`src/rtl/sim_proc_pkg.sv`:
```
// Shared types for the host-side memory sequencer: command opcodes,
// sequencer states and default memory geometry.
package sim_proc_pkg;

  localparam int unsigned ADDR_W_DEF = 9;
  localparam int unsigned DATA_W_DEF = 16;

  typedef enum logic [1:0] {
    OP_LOAD_I = 2'b00,
    OP_LOAD_D = 2'b01,
    OP_RUN    = 2'b10,
    OP_READ_D = 2'b11
  } op_e;

  typedef enum logic [3:0] {
    S_IDLE,
    S_ZERO,
    S_W_WAIT,
    S_W_SETUP,
    S_W_STROBE,
    S_W_NEXT,
    S_R_REQ,
    S_R_WAIT,
    S_R_OUT,
    S_RUN
  } state_e;

endpackage

```
`src/rtl/mem_word_counter.sv`:
```
// Address register plus remaining-word down-counter, shared by the load
// and readback paths. Address wraps modulo 2**ADDR_W.
module mem_word_counter #(
  parameter int unsigned ADDR_W = 9
) (
  input  logic              clock,
  input  logic              reset_n,
  input  logic              load,
  input  logic              step,
  input  logic [ADDR_W-1:0] base,
  input  logic [ADDR_W-1:0] count,
  output logic [ADDR_W-1:0] addr,
  output logic              last
);

  logic [ADDR_W-1:0] r_addr;
  logic [ADDR_W-1:0] r_remaining;

  always_ff @(posedge clock or negedge reset_n) begin
    if (!reset_n) begin
      r_addr      <= '0;
      r_remaining <= '0;
    end else if (load) begin
      r_addr      <= base;
      r_remaining <= count;
    end else if (step) begin
      r_addr      <= r_addr + ADDR_W'(1);
      r_remaining <= r_remaining - ADDR_W'(1);
    end
  end

  assign addr = r_addr;
  // Sampled before the step: the word being finished is the final one.
  assign last = (r_remaining == ADDR_W'(1));

endmodule

```
`src/rtl/host_mem_sequencer.sv`:
```
// Handshaked host sequencer for the simple processor: IRAM/DRAM load,
// program run with timeout, and DRAM readback. One mode active at a time.
module host_mem_sequencer
  import sim_proc_pkg::*;
#(
  parameter int unsigned ADDR_W      = ADDR_W_DEF,
  parameter int unsigned DATA_W      = DATA_W_DEF,
  parameter int unsigned READ_LAT    = 2,
  parameter int unsigned RUN_TIMEOUT = 120000
) (
  input  logic              clock,
  input  logic              reset_n,
  input  logic              cmd_valid,
  output logic              cmd_ready,
  input  logic [1:0]        cmd_op,
  input  logic [ADDR_W-1:0] cmd_base,
  input  logic [ADDR_W-1:0] cmd_count,
  input  logic              wr_valid,
  output logic              wr_ready,
  input  logic [DATA_W-1:0] wr_data,
  output logic              rd_valid,
  input  logic              rd_ready,
  output logic [DATA_W-1:0] rd_data,
  input  logic [DATA_W-1:0] mem_rd_data,
  input  logic              core_done,
  output logic              start,
  output logic              start_2,
  output logic              start_3,
  output logic              start_4,
  output logic [ADDR_W-1:0] addr_ext,
  output logic              iram_write_ext,
  output logic              dram_write_ext,
  output logic              dram_read_ext,
  output logic [DATA_W-1:0] Data_in_ins,
  output logic [DATA_W-1:0] Data_in_dram,
  output logic              busy,
  output logic              timeout_err
);

  localparam int unsigned LW = (READ_LAT > 1) ? $clog2(READ_LAT) : 1;
  localparam int unsigned TW = (RUN_TIMEOUT > 1) ? $clog2(RUN_TIMEOUT) : 1;

  state_e            r_state;
  state_e            w_next;
  op_e               r_op;
  logic [DATA_W-1:0] r_data_ins;
  logic [DATA_W-1:0] r_data_dram;
  logic [DATA_W-1:0] r_rd_data;
  logic [LW-1:0]     r_lat;
  logic [TW-1:0]     r_tmo;
  logic              r_timeout_err;

  logic              w_active;
  logic              w_cmd_fire;
  logic              w_wr_fire;
  logic              w_lat_done;
  logic              w_tmo_hit;
  logic              w_ctr_load;
  logic              w_ctr_step;
  logic              w_last;
  logic [ADDR_W-1:0] w_addr;

  assign w_cmd_fire = cmd_valid && (r_state == S_IDLE);
  assign w_wr_fire  = wr_valid && (r_state == S_W_WAIT);
  assign w_lat_done = (r_lat == LW'(READ_LAT - 1));
  assign w_tmo_hit  = (r_tmo == TW'(RUN_TIMEOUT - 1));
  assign w_ctr_load = w_cmd_fire && (cmd_op != OP_RUN);
  assign w_ctr_step = (r_state == S_W_NEXT) || ((r_state == S_R_OUT) && rd_ready);

  mem_word_counter #(
    .ADDR_W (ADDR_W)
  ) u_word_ctr (
    .clock   (clock),
    .reset_n (reset_n),
    .load    (w_ctr_load),
    .step    (w_ctr_step),
    .base    (cmd_base),
    .count   (cmd_count),
    .addr    (w_addr),
    .last    (w_last)
  );

  always_ff @(posedge clock or negedge reset_n) begin
    if (!reset_n) r_state <= S_IDLE;
    else          r_state <= w_next;
  end

  always_comb begin
    w_next         = r_state;
    cmd_ready      = 1'b0;
    wr_ready       = 1'b0;
    rd_valid       = 1'b0;
    iram_write_ext = 1'b0;
    dram_write_ext = 1'b0;
    dram_read_ext  = 1'b0;
    w_active       = (r_state != S_IDLE);
    busy           = w_active;
    // Mode lines follow the latched op for the whole non-idle span.
    start          = w_active && (r_op == OP_RUN);
    start_2        = w_active && (r_op == OP_LOAD_I);
    start_3        = w_active && (r_op == OP_LOAD_D);
    start_4        = w_active && (r_op == OP_READ_D);
    case (r_state)
      S_IDLE: begin
        cmd_ready = 1'b1;
        if (cmd_valid) begin
          if (cmd_op == OP_RUN)          w_next = S_RUN;
          else if (cmd_count == '0)      w_next = S_ZERO;
          else if (cmd_op == OP_READ_D)  w_next = S_R_REQ;
          else                           w_next = S_W_WAIT;
        end
      end
      S_ZERO:     w_next = S_IDLE;
      S_W_WAIT: begin
        wr_ready = 1'b1;
        if (wr_valid) w_next = S_W_SETUP;
      end
      S_W_SETUP:  w_next = S_W_STROBE;
      S_W_STROBE: begin
        iram_write_ext = (r_op == OP_LOAD_I);
        dram_write_ext = (r_op == OP_LOAD_D);
        w_next         = S_W_NEXT;
      end
      S_W_NEXT:   w_next = w_last ? S_IDLE : S_W_WAIT;
      S_R_REQ: begin
        dram_read_ext = 1'b1;
        w_next        = S_R_WAIT;
      end
      S_R_WAIT: begin
        if (w_lat_done) w_next = S_R_OUT;
      end
      S_R_OUT: begin
        rd_valid = 1'b1;
        if (rd_ready) w_next = w_last ? S_IDLE : S_R_REQ;
      end
      S_RUN: begin
        if (core_done || w_tmo_hit) w_next = S_IDLE;
      end
      default:    w_next = S_IDLE;
    endcase
  end

  always_ff @(posedge clock or negedge reset_n) begin
    if (!reset_n) begin
      r_op          <= OP_LOAD_I;
      r_data_ins    <= '0;
      r_data_dram   <= '0;
      r_rd_data     <= '0;
      r_lat         <= '0;
      r_tmo         <= '0;
      r_timeout_err <= 1'b0;
    end else begin
      if (w_cmd_fire) begin
        r_op          <= op_e'(cmd_op);
        r_timeout_err <= 1'b0;
      end
      if (w_wr_fire) begin
        if (r_op == OP_LOAD_I) r_data_ins  <= wr_data;
        else                   r_data_dram <= wr_data;
      end
      if (r_state == S_R_WAIT) begin
        r_lat <= r_lat + LW'(1);
        if (w_lat_done) r_rd_data <= mem_rd_data;
      end else begin
        r_lat <= '0;
      end
      // A core_done coinciding with the last allowed cycle counts as success.
      if (r_state == S_RUN) begin
        r_tmo <= r_tmo + TW'(1);
        if (w_tmo_hit && !core_done) r_timeout_err <= 1'b1;
      end else begin
        r_tmo <= '0;
      end
    end
  end

  assign addr_ext     = w_addr;
  assign Data_in_ins  = r_data_ins;
  assign Data_in_dram = r_data_dram;
  assign rd_data      = r_rd_data;
  assign timeout_err  = r_timeout_err;

endmodule
```
`config.mk`:
```
export PLATFORM = sky130hd
export DESIGN_NAME = host_mem_sequencer
export DESIGN_NICKNAME = d
export VERILOG_FILES = /design/src/rtl/sim_proc_pkg.sv /design/src/rtl/mem_word_counter.sv /design/src/rtl/host_mem_sequencer.sv
export SDC_FILE = /design/constraint.sdc
export NUM_CORES = 1
export LEC_CHECK = 0
export ABC_CLOCK_PERIOD_IN_PS = 7400
export BUFFER_PORTS_ARGS = -buffer_cell sky130_fd_sc_hd__buf_4
export CORE_ASPECT_RATIO = 1.75
export CORE_MARGIN = 3
export CORE_UTILIZATION = 55
export CTS_CLUSTER_DIAMETER = 50
export CTS_CLUSTER_SIZE = 30
export DETAILED_ROUTE_END_ITERATION = 8
export MAX_ROUTING_LAYER = met4
export PLACE_DENSITY = 0.82
export SYNTH_ARGS = -nofsm -noshare
export SYNTH_HDL_FRONTEND = slang
export SYNTH_HIERARCHICAL = 1
export SYNTH_SLANG_ARGS = --single-unit
```
`constraint.sdc`:
```
create_clock -name clock -period 7.4 [get_ports clock]
set_input_delay 0.74 -clock clock [delete_from_list [all_inputs] [get_ports clock]]
set_output_delay 0.74 -clock clock [all_outputs]
set_load 0.01 [all_outputs]
```
* Word-level counts from Yosys, hierarchy flattened *
Cells that the tools add are included.

word-level totals
  register bits = 91
  input port bits = 58
  output and inout port bits = 69

operators by class
  add/subtract/negate cells = 4
  equality and inequality tests = 21
  reductions and logical operators = 21
  bitwise gates (word level) = 1
  multiplexer cells = 26

operators with widths
  cell                                                                number
  9-bit 2-to-1 mux                                                    4
  4-bit one-hot mux with 9 select lines                               1
  4-bit 2-to-1 mux                                                    6
  17-bit by 1-bit adder with 17-bit output, second input constant     1
  17-bit == test, second input constant                               1
  17-bit 2-to-1 mux                                                   1
  4-bit by 3-bit == test with 1-bit output, second input constant     4
  2-bit != test, second input constant                                6
  1-bit 2-to-1 mux                                                    10
  9-bit by 1-bit adder with 9-bit output, second input constant       1
  9-bit by 1-bit == test with 1-bit output, second input constant     1
  1-bit logical AND                                                   9
  9-bit zero test                                                     1
  3-bit 2-to-1 mux                                                    3
  9-bit by 1-bit subtractor with 9-bit output, second input constant  1
  2-bit == test, second input constant                                4
  4-bit by 2-bit == test with 1-bit output, second input constant     2
  4-bit == test, second input constant                                2
  2-bit AND reduction                                                 3
  5-bit AND reduction                                                 1
  4-bit zero test                                                     1
  4-bit nonzero test                                                  1
  2-bit by 1-bit == test with 1-bit output, second input constant     1
  2-bit zero test                                                     1
  other kinds (6)                                                     7

* Logic depth before layout (Yosys ltp) *
Gate-level depths: netlist (run 1).

  word-level depth = 6
  gate-level depth with buffers = 11
  gate-level depth less buffers = 8

* Modules after synthesis *
The synthesis (run 1) kept the hierarchy.

modules (own cells, without submodules)
  module              times used  seq. area each (um2)  cells each  area each (um2)
  host_mem_sequencer  1           1826.8                263         3245.6
  mem_word_counter    1           450.4                 107         985.9

* Worst setup path after synthesis (run 1) *
Ideal clock, no wire load.

  kind = register -> register
  start point = register r_state[2]
  end point = register u_word_ctr.r_remaining[7]
  data arrival time = 2.241 ns
  period minus slack after synthesis = 2.323 ns
  setup slack = 5.077 ns
  data required time = 7.318 ns
  cell stages (with the launch flop) = 10
  buffers on the path = 2
  setup time = 0.082 ns
  cell sequence = dfrtp_1 -> clkbuf_1 -> nand2b_1 -> nor3b_1 -> a21oi_1 -> nor2_1 -> buf_2 -> or3b_1 -> or4_1 -> a31oi_1

between the ends
  longest elaborated chain between the ends = 4

ends and longest elaborated chain
  what                              RTL line                  text
  from (decl)                       host_mem_sequencer.sv:43  state_e r_state;
  from (signal assigned)            host_mem_sequencer.sv:85  else r_state <= w_next;
  4-bit == test                     host_mem_sequencer.sv:68  assign w_ctr_step = (r_state == S_W_NEXT) || ((r_state == S_R_OUT) && rd_ready);
  1-bit logical AND                 host_mem_sequencer.sv:68
  1-bit logical OR (*)              host_mem_sequencer.sv:68
  via w_ctr_step                    host_mem_sequencer.sv:59  logic w_ctr_step;
  2-bit nonzero test (no line) (*)  --
  to (signal assigned)              mem_word_counter.sv:25    r_remaining <= count;
  to (signal assigned)              mem_word_counter.sv:28    r_remaining <= r_remaining - ADDR_W'(1);
  to (decl)                         mem_word_counter.sv:17    logic [ADDR_W-1:0] r_remaining;

Mark *: on every way through the listed nets, which the timed path passes. The rest lies on a longest branch.
A chain may end at the register's enable or synchronous reset.

* Worst setup path in the final report (run 1) *
  start point = register r_state[3]
  end point = register u_word_ctr.r_remaining[7]

The elaborated chain is that of the path after synthesis.

==> flow_summary.json, run 1 <==
{
  "post_place_setup_slack_ps": 4580,
  "dr.first_iter.drc_count": 184,
  "timing_worst_setup_path_type": "register to register",
  "syn2layout_area_growth_pct": 31.0,
  "number_of_gates_resized_after_cts": 0,
  "power_density_mw_per_mm2": 358,
  "syn_nets": 432,
  "num_antenna_cells": 0,
  "final_min_period_over_clock_period_pct": 38.5,
  "clock_insertion_delay_worst_skew_ps": 340,
  "gr-total-overflow": 0,
  "start_util_pct": 57.7,
  "port_buffers": 126,
  "initial_antenna_violation_count": 0,
  "hold_path.class": "primary input to async pin",
  "setup_viol": 0,
  "clockPowerShare_pct": 24.3,
  "placement_rows": 41,
  "clock-skew-final_ps": 8.07,
  "worst_slew_pin_slew_ps": 921,
  "comb_power_share_pct": 35.4,
  "grt_pass1_wl_um": 15700,
  "routed_wire_length_per_instance_um": 16.9,
  "yosys_warnings": 6,
  "fp.dieH_um": 122,
  "ant_nets": 0,
  "design.core.area_mm2": 0.00734,
  "power.share.sequential_pct": 40.3,
  "power_mw": 1.99,
  "p_int_mw": 1.32,
  "cts_sinks": 91,
  "tritoncts.num_buffers": 9,
  "detail_route.vias_per_cell": 5.72,
  "chipWidth_um": 72.3,
  "clock-root-buffer": "sky130_fd_sc_hd__clkbuf_16",
  "cts_hold_repair.buffers": 0,
  "share_of_synthesized_area_occupied_by_flip_flops_and_latches_pct": 53.8,
  "synth_enable_flop_cells": 0,
  "cts.clk_slew.worst_paths_ps": 60,
  "ys_async_sr_fraction_pct": 100,
  "finalNonFillerCells": 583,
  "ir_drop_v": 0.000218,
  "netlist_instances": 370,
  "globalRouteTotalUtil_pct": 23.6,
  "wl_um": 9870,
  "dpl.cell_count": 567,
  "crit_fanout": 14,
  "timing.final.hold_violations": 0,
  "cp_data_arrival_time_ps": 3100,
  "cts_tree": "done",
  "drive_above_1_share_pct": 37.2,
  "ys_dominant_reg_cell": "sky130_fd_sc_hd__dfrtp_1",
  "post_synth.cell_area_avg_um2": 11.4,
  "count_of_cell_types_in_the_netlist": 51,
  "crit_path_end_kind": "register",
  "first_global_vias": 3257,
  "post_cts.repair.setup_buffers": 0,
  "outcome": "complete, no violations",
  "number_of_nets_in_the_final_layout": 554,
  "switchingPower_mw": 0.666,
  "leakagePower_nw": 2.51,
  "slew_headroom_pct": 38.6,
  "ys_seq_elements": 91,
  "period_needed_ps": 2850,
  "dr_vias": 3333,
  "finalWorstSetupSlack_ps": 4550,
  "critPathLaunchType": "register",
  "post-dp-hpwl_um": 7220,
  "final.hold.worst_slack_ps": 254,
  "rsz0062_at_grt": "no",
  "cap_violations": 0,
  "clockBufferDepth": 2,
  "timing.setup.tns_ps": 0,
  "cts-htree-levels": 3,
  "ioPinCount": 127,
  "post_synth_design_cell_area_mm2": 0.00423,
  "grt_start_max_net_pins": 76,
  "slew_violations": 0,
  "die-area_mm2": 0.00882,
  "place.gp.congestion": 0.831,
  "required_time_reported_for_the_critical_path_endpoint_ps": 7650,
  "dr.pass1.iters": 4,
  "fmax_mhz": 351,
  "switching_share_of_power_pct": 33.5,
  "post-route-drc-count": 0
}
[cell usage after synthesis, drive strengths merged, types with 2 or more instances]
cell type	n	share of area, %
nand2	29	2.6
o31ai	5	0.89
or2	5	0.74
ha	4	1.2
nand4	11	1.8
or3	10	1.5
and3	2	0.30
xor2	14	2.9
nand2b	5	0.74
o211ai	5	0.89
or4	9	1.6
buf	11	1.3
o311ai	2	0.41
nor2	33	2.9
xnor2	4	0.83
nor4b	2	0.41
nor3	7	1.1
dfrtp	91	54
nor4bb	2	0.47
a21oi	8	0.95
nor3b	2	0.35
mux2	52	14
a31oi	6	0.89
nor4	3	0.59
clkbuf	6	0.53
inv	6	0.53
o21ai	12	1.4
nand3	9	1.2
mux2i	3	0.71
[power by group through the flow]
| stage | clock, mW | sequential, mW | combinational [mW] |
|---|---|---|---|
| floorplan | 0 | 0.811 | 0.357 |
| global placement | 0 | 0.795 | 0.687 |
| detailed placement | 0 | 0.803 | 0.707 |
| CTS | 0.490 | 0.797 | 0.710 |
| global route | 0.515 | 0.820 | 0.763 |
| finish | 0.483 | 0.800 | 0.703 |
[final timing paths]
kind / from / endpoint / slack, ps / cells past startpoint
min in group clock: timeout_err / timeout_err / 480 / 2
worst min-delay path: reset_n / Data_in_ins[1] / 250 / 1
worst min register to register: timeout_err / timeout_err / 480 / 2
max in group asynchronous: reset_n / Data_in_dram[10] / 5960 / 2
worst max register to register: r_state[3] / u_word_ctr/r_remaining[7] / 4550 / 7
worst max-delay path: r_state[3] / u_word_ctr/r_remaining[7] / 4550 / 7
[cells by family (layout without fill, tap and decap cells)]
group / Yosys count / in the layout / share of synthesized area (%)
adders and majority gates: 4 / 4 / 1.18
and+or+nand+nor: 135 / 135 / 17.7
buffers and inverters: 24 / 151 / 2.45
AOI/OAI and AO/OA: 43 / 43 / 6.45
DFF: 91 / 91 / 53.8
muxes: 55 / 55 / 14.7
xor gates and xnor gates: 18 / 18 / 3.73
[routing by layer]
metal,part of all wire (%),wire (um),global-route usage (%),up-vias
li1,-,-,-,1574
met1,39,3850,26.2,1631
met2,53,5220,40.9,114
met3,6.5,639,5.37,14
met4,1.6,158,8.24,0
met5,0,0,-,-
[layout make-up]
class | count | area (um^2)
sequential | 91 | 2280
multi-input combinational | 255 | 1850
fill | 504 | 1790
timing repair buffer | 128 | 961
clock buffer | 10 | 229
tap | 86 | 108
clock inverter | 6 | 88.8
inverter | 7 | 27.5
[registers in the layout, summed over array words and instances (netlist names)]
name / cells
timeout_err: 1
rd_data: 16
r_state: 4
u_word_ctr/addr: 9
r_lat: 1
Data_in_dram: 16
r_tmo: 17
u_word_ctr/r_remaining: 9
Data_in_ins: 16
r_op: 2
[through the flow]
stage,utilization (%),area (um^2)
global route,75.5,5540
finish,75.5,5540
floorplan,-,4230
CTS,75.5,5540
global placement,71.2,5220
detailed placement,71.2,5220
[layout by cell type, fill, tap and decap left out, types with 2 or more instances in the layout]
master / instances
sky130_fd_sc_hd__nand2_1: 28
sky130_fd_sc_hd__nor3b_1: 2
sky130_fd_sc_hd__ha_1: 4
sky130_fd_sc_hd__and3_1: 2
sky130_fd_sc_hd__o31ai_1: 5
sky130_fd_sc_hd__clkinvlp_4: 2
sky130_fd_sc_hd__nor4bb_1: 2
sky130_fd_sc_hd__or2_1: 2
sky130_fd_sc_hd__mux2_4: 2
sky130_fd_sc_hd__nand2b_1: 5
sky130_fd_sc_hd__nor4_1: 2
sky130_fd_sc_hd__o21ai_0: 12
sky130_fd_sc_hd__nand4_1: 10
sky130_fd_sc_hd__nor2_1: 33
sky130_fd_sc_hd__or4_1: 9
sky130_fd_sc_hd__dfrtp_1: 91
sky130_fd_sc_hd__inv_1: 6
sky130_fd_sc_hd__or2_2: 3
sky130_fd_sc_hd__mux2_1: 21
sky130_fd_sc_hd__mux2i_1: 3
sky130_fd_sc_hd__a21oi_1: 8
sky130_fd_sc_hd__clkinv_2: 2
sky130_fd_sc_hd__buf_4: 128
sky130_fd_sc_hd__or3_1: 10
sky130_fd_sc_hd__o211ai_1: 5
sky130_fd_sc_hd__xnor2_1: 4
sky130_fd_sc_hd__clkbuf_16: 9
sky130_fd_sc_hd__mux2_2: 29
sky130_fd_sc_hd__nand3_1: 8
sky130_fd_sc_hd__xor2_1: 14
sky130_fd_sc_hd__a31oi_1: 6
sky130_fd_sc_hd__nor3_1: 6
sky130_fd_sc_hd__nor4b_1: 2
sky130_fd_sc_hd__bufinv_16: 2
[critical path: stages (launching register included)]
cell and delay, ps:
sky130_fd_sc_hd__dfrtp_1 540, sky130_fd_sc_hd__nand2b_1 330, sky130_fd_sc_hd__inv_1 150, sky130_fd_sc_hd__a21oi_1 70
sky130_fd_sc_hd__nor2_1 580, sky130_fd_sc_hd__or3b_1 490, sky130_fd_sc_hd__or4_1 420, sky130_fd_sc_hd__a31oi_1 180
Note: power is estimated with default switching activity, not from simulation.
==> inputs of run 2 (changes only) <==
ABC_AREA = 1   (was not set)
ABC_CLOCK_PERIOD_IN_PS = 2430   (was 7400)
CORE_UTILIZATION = 48   (was 55)
PLACE_DENSITY = 0.75   (was 0.82)
clock period = 2.43 ns   (was 7.4 ns; I/O delays follow)
==> flow_summary.json, run 2 <==
{
  "comb_power_share_pct": 41.0,
  "finalNonFillerCells": 788,
  "placement_rows": 46,
  "clock-root-buffer": "sky130_fd_sc_hd__clkbuf_16",
  "dr.first_iter.drc_count": 251,
  "post-dp-hpwl_um": 8800,
  "netlist_instances": 536,
  "count_of_cell_types_in_the_netlist": 38,
  "grt_start_max_net_pins": 45,
  "chipWidth_um": 80.1,
  "finalWorstSetupSlack_ps": 187,
  "post-synth-top-count-cell": "sky130_fd_sc_hd__nand2_1",
  "cp_data_arrival_time_ps": 2450,
  "regMostFlops": "r_tmo",
  "post_synth_design_cell_area_mm2": 0.00462,
  "gr-total-overflow": 0,
  "max_ffs_per_register": 17,
  "leakagePower_nw": 2.99,
  "synth_enable_flop_cells": 0,
  "number_of_nets_in_the_final_layout": 726,
  "syn_nets": 598,
  "grt_pass1_wl_um": 18600,
  "cts_hold_repair.buffers": 1,
  "detail_route.vias_per_cell": 5.11,
  "globalRouteTotalUtil_pct": 22.3,
  "ant_nets": 0,
  "slew_violations": 0,
  "cts-htree-levels": 3,
  "netlist_top_cells_area": "sky130_fd_sc_hd__dfrtp_1 (49%), sky130_fd_sc_hd__nand2_1 (10%), sky130_fd_sc_hd__inv_1 (5.4%)",
  "tritoncts.num_buffers": 9,
  "dr.pass1.iters": 4,
  "design.core.area_mm2": 0.00921,
  "ys_seq_elements": 91,
  "clock_insertion_delay_worst_skew_ps": 340,
  "power.share.sequential_pct": 37.9,
  "synthTopCellsByCount": "sky130_fd_sc_hd__nand2_1 (128), sky130_fd_sc_hd__dfrtp_1 (91), sky130_fd_sc_hd__inv_1 (66), sky130_fd_sc_hd__nor2_1 (52), sky130_fd_sc_hd__o21ai_1 (36)",
  "cts_tree": "done",
  "timing.setup.tns_ps": 0,
  "critPathLaunchType": "register",
  "post_synth.cell_area_avg_um2": 8.62,
  "clock-skew-final_ps": 6.09,
  "worst_slew_pin_slew_ps": 602,
  "wl_um": 11400,
  "ys_dominant_reg_cell": "sky130_fd_sc_hd__dfrtp_1",
  "die-area_mm2": 0.0109,
  "ir_drop_v": 0.000688,
  "synth.largest_area_cell": "sky130_fd_sc_hd__dfrtp_1",
  "timing.final.hold_violations": 0,
  "fmax_mhz": 446,
  "fin_area_mm2": 0.00592,
  "post-route-drc-count": 0,
  "outcome": "complete, no violations",
  "first_global_vias": 4002,
  "post_cts.repair.setup_buffers": 0,
  "final_min_period_over_clock_period_pct": 92.3,
  "post_place_setup_slack_ps": 227,
  "setup_viol": 0,
  "start_util_pct": 50.1,
  "switching_share_of_power_pct": 38.4,
  "period_needed_ps": 2240,
  "cap_violations": 0,
  "crit_path_end_kind": "register",
  "dr_vias": 4026,
  "number_of_gates_resized_after_cts": 0,
  "rsz0062_at_grt": "no",
  "cts_sinks": 91,
  "port_buffers": 126,
  "share_of_synthesized_area_occupied_by_flip_flops_and_latches_pct": 49.3,
  "dpl.cell_count": 772,
  "cts.clk_slew.worst_paths_ps": 60,
  "power_density_mw_per_mm2": 1100,
  "timing.rr.start": "r_state[0]",
  "required_time_reported_for_the_critical_path_endpoint_ps": 2640,
  "setup.worst_path.start": "r_state[0]",
  "fp.dieH_um": 136,
  "ioPinCount": 127,
  "clockBufferDepth": 2,
  "worstHoldStart": "cmd_base[1]",
  "crit_fanout": 12,
  "place.gp.congestion": 0.891,
  "yosys_warnings": 6,
  "dp_area_mm2": 0.00562,
  "hold_path.class": "primary input to register",
  "p_int_mw": 4.00,
  "mostFrequentLayoutCells": "sky130_fd_sc_hd__buf_4 (129), sky130_fd_sc_hd__nand2_1 (128), sky130_fd_sc_hd__dfrtp_1 (91), sky130_fd_sc_hd__inv_1 (66), sky130_fd_sc_hd__nor2_1 (51)",
  "slew_headroom_pct": 59.8,
  "synth_top_cell_area_share_pct": 49.3,
  "initial_antenna_violation_count": 0,
  "drive_above_1_share_pct": 28.9,
  "syn2layout_area_growth_pct": 28.1,
  "ys_async_sr_fraction_pct": 100,
  "timing_worst_setup_path_type": "register to register",
  "clockPowerShare_pct": 21.1,
  "switchingPower_mw": 2.49,
  "num_antenna_cells": 0,
  "routed_wire_length_per_instance_um": 14.5,
  "layout_commonest_cell": "sky130_fd_sc_hd__buf_4"
}
## run 2: cell count changes in the layout (fill, tap and decap cells not counted), moves of 6 or more
cell                      change
sky130_fd_sc_hd__nand2_1    +100
sky130_fd_sc_hd__inv_1       +60
sky130_fd_sc_hd__o21ai_1     +36
sky130_fd_sc_hd__nand3_1     +27
sky130_fd_sc_hd__mux2_2      -23
sky130_fd_sc_hd__mux2_1      -21
sky130_fd_sc_hd__nor2_1      +18
sky130_fd_sc_hd__xor2_1      -12
sky130_fd_sc_hd__or3_1       -10
sky130_fd_sc_hd__or4_1        -9
sky130_fd_sc_hd__mux2_4       +8
sky130_fd_sc_hd__nor2_2       +8
sky130_fd_sc_hd__a31oi_1      -6
## run 2: final cells by class
cell class / instances / area [um^2]
flip-flops and latches: 91 / 2280
inverters: 73 / 283
repair buffers: 131 / 998
clock inverters: 5 / 60.1
well taps: 120 / 150
clock buffers: 10 / 229
multi-input cells: 358 / 1920
fillers: 813 / 3290
## run 2: final timing paths
kind	endpoint	slack, ps	depth (start not counted)
max reg2reg	u_word_ctr/addr[4]	190	8
min reg2reg	r_tmo[0]	470	1
min	u_word_ctr/addr[1]	130	3
min in group asynchronous	rd_data[0]	360	2
max	u_word_ctr/addr[4]	190	8
max in group asynchronous	u_word_ctr/addr[0]	1440	3
## run 2: logic make-up (layout without fill, tap and decap cells)
group,Yosys count,after routing,synth area share (%)
adder cells (fa/ha/maj),4,4,1.08
XOR/XNOR,3,3,0.569
AND/OR/NAND/NOR,254,254,24.8
buffers and inverters,87,219,9.21
flip-flops,91,91,49.3
multiplexers,16,16,4.71
AO/OA/AOI/OAI,81,81,10.3
## run 2: stage by stage
step	hold WS (ps)	power (mW)	util, %
after global routing	123	6.96	64.2
after floorplan	-52.6	4.03	-
after global placement	178	5.07	61.0
final	129	6.49	64.2
after CTS	124	6.54	64.2
after detailed placement	189	5.15	61.0
## run 2: power by group through the flow
stage	registers, mW	logic, mW	clock network (mW)
CTS	2.45	2.69	1.40
floorplan	2.53	1.50	0
finish	2.46	2.66	1.37
detailed placement	2.47	2.68	0
global placement	2.45	2.62	0
global route	2.53	2.95	1.48
## run 2: per-layer routing
layer / global-route usage, % / vias up / routed length (um)
li1: - / 1978 / -
met1: 25.0 / 1911 / 4320
met2: 39.0 / 112 / 6300
met3: 4.26 / 25 / 504
met4: 8.18 / 0 / 323
met5: - / - / 0
## run 2: worst max-delay path: stages, from the launching register on
cell and delay (ps):
sky130_fd_sc_hd__dfrtp_1 490, sky130_fd_sc_hd__nor2_1 240, sky130_fd_sc_hd__nand2_1 170, sky130_fd_sc_hd__inv_2 170
sky130_fd_sc_hd__nand2_2 110, sky130_fd_sc_hd__nor2_2 370, sky130_fd_sc_hd__nor2_2 240, sky130_fd_sc_hd__a22oi_1 220
sky130_fd_sc_hd__o21ai_1 90
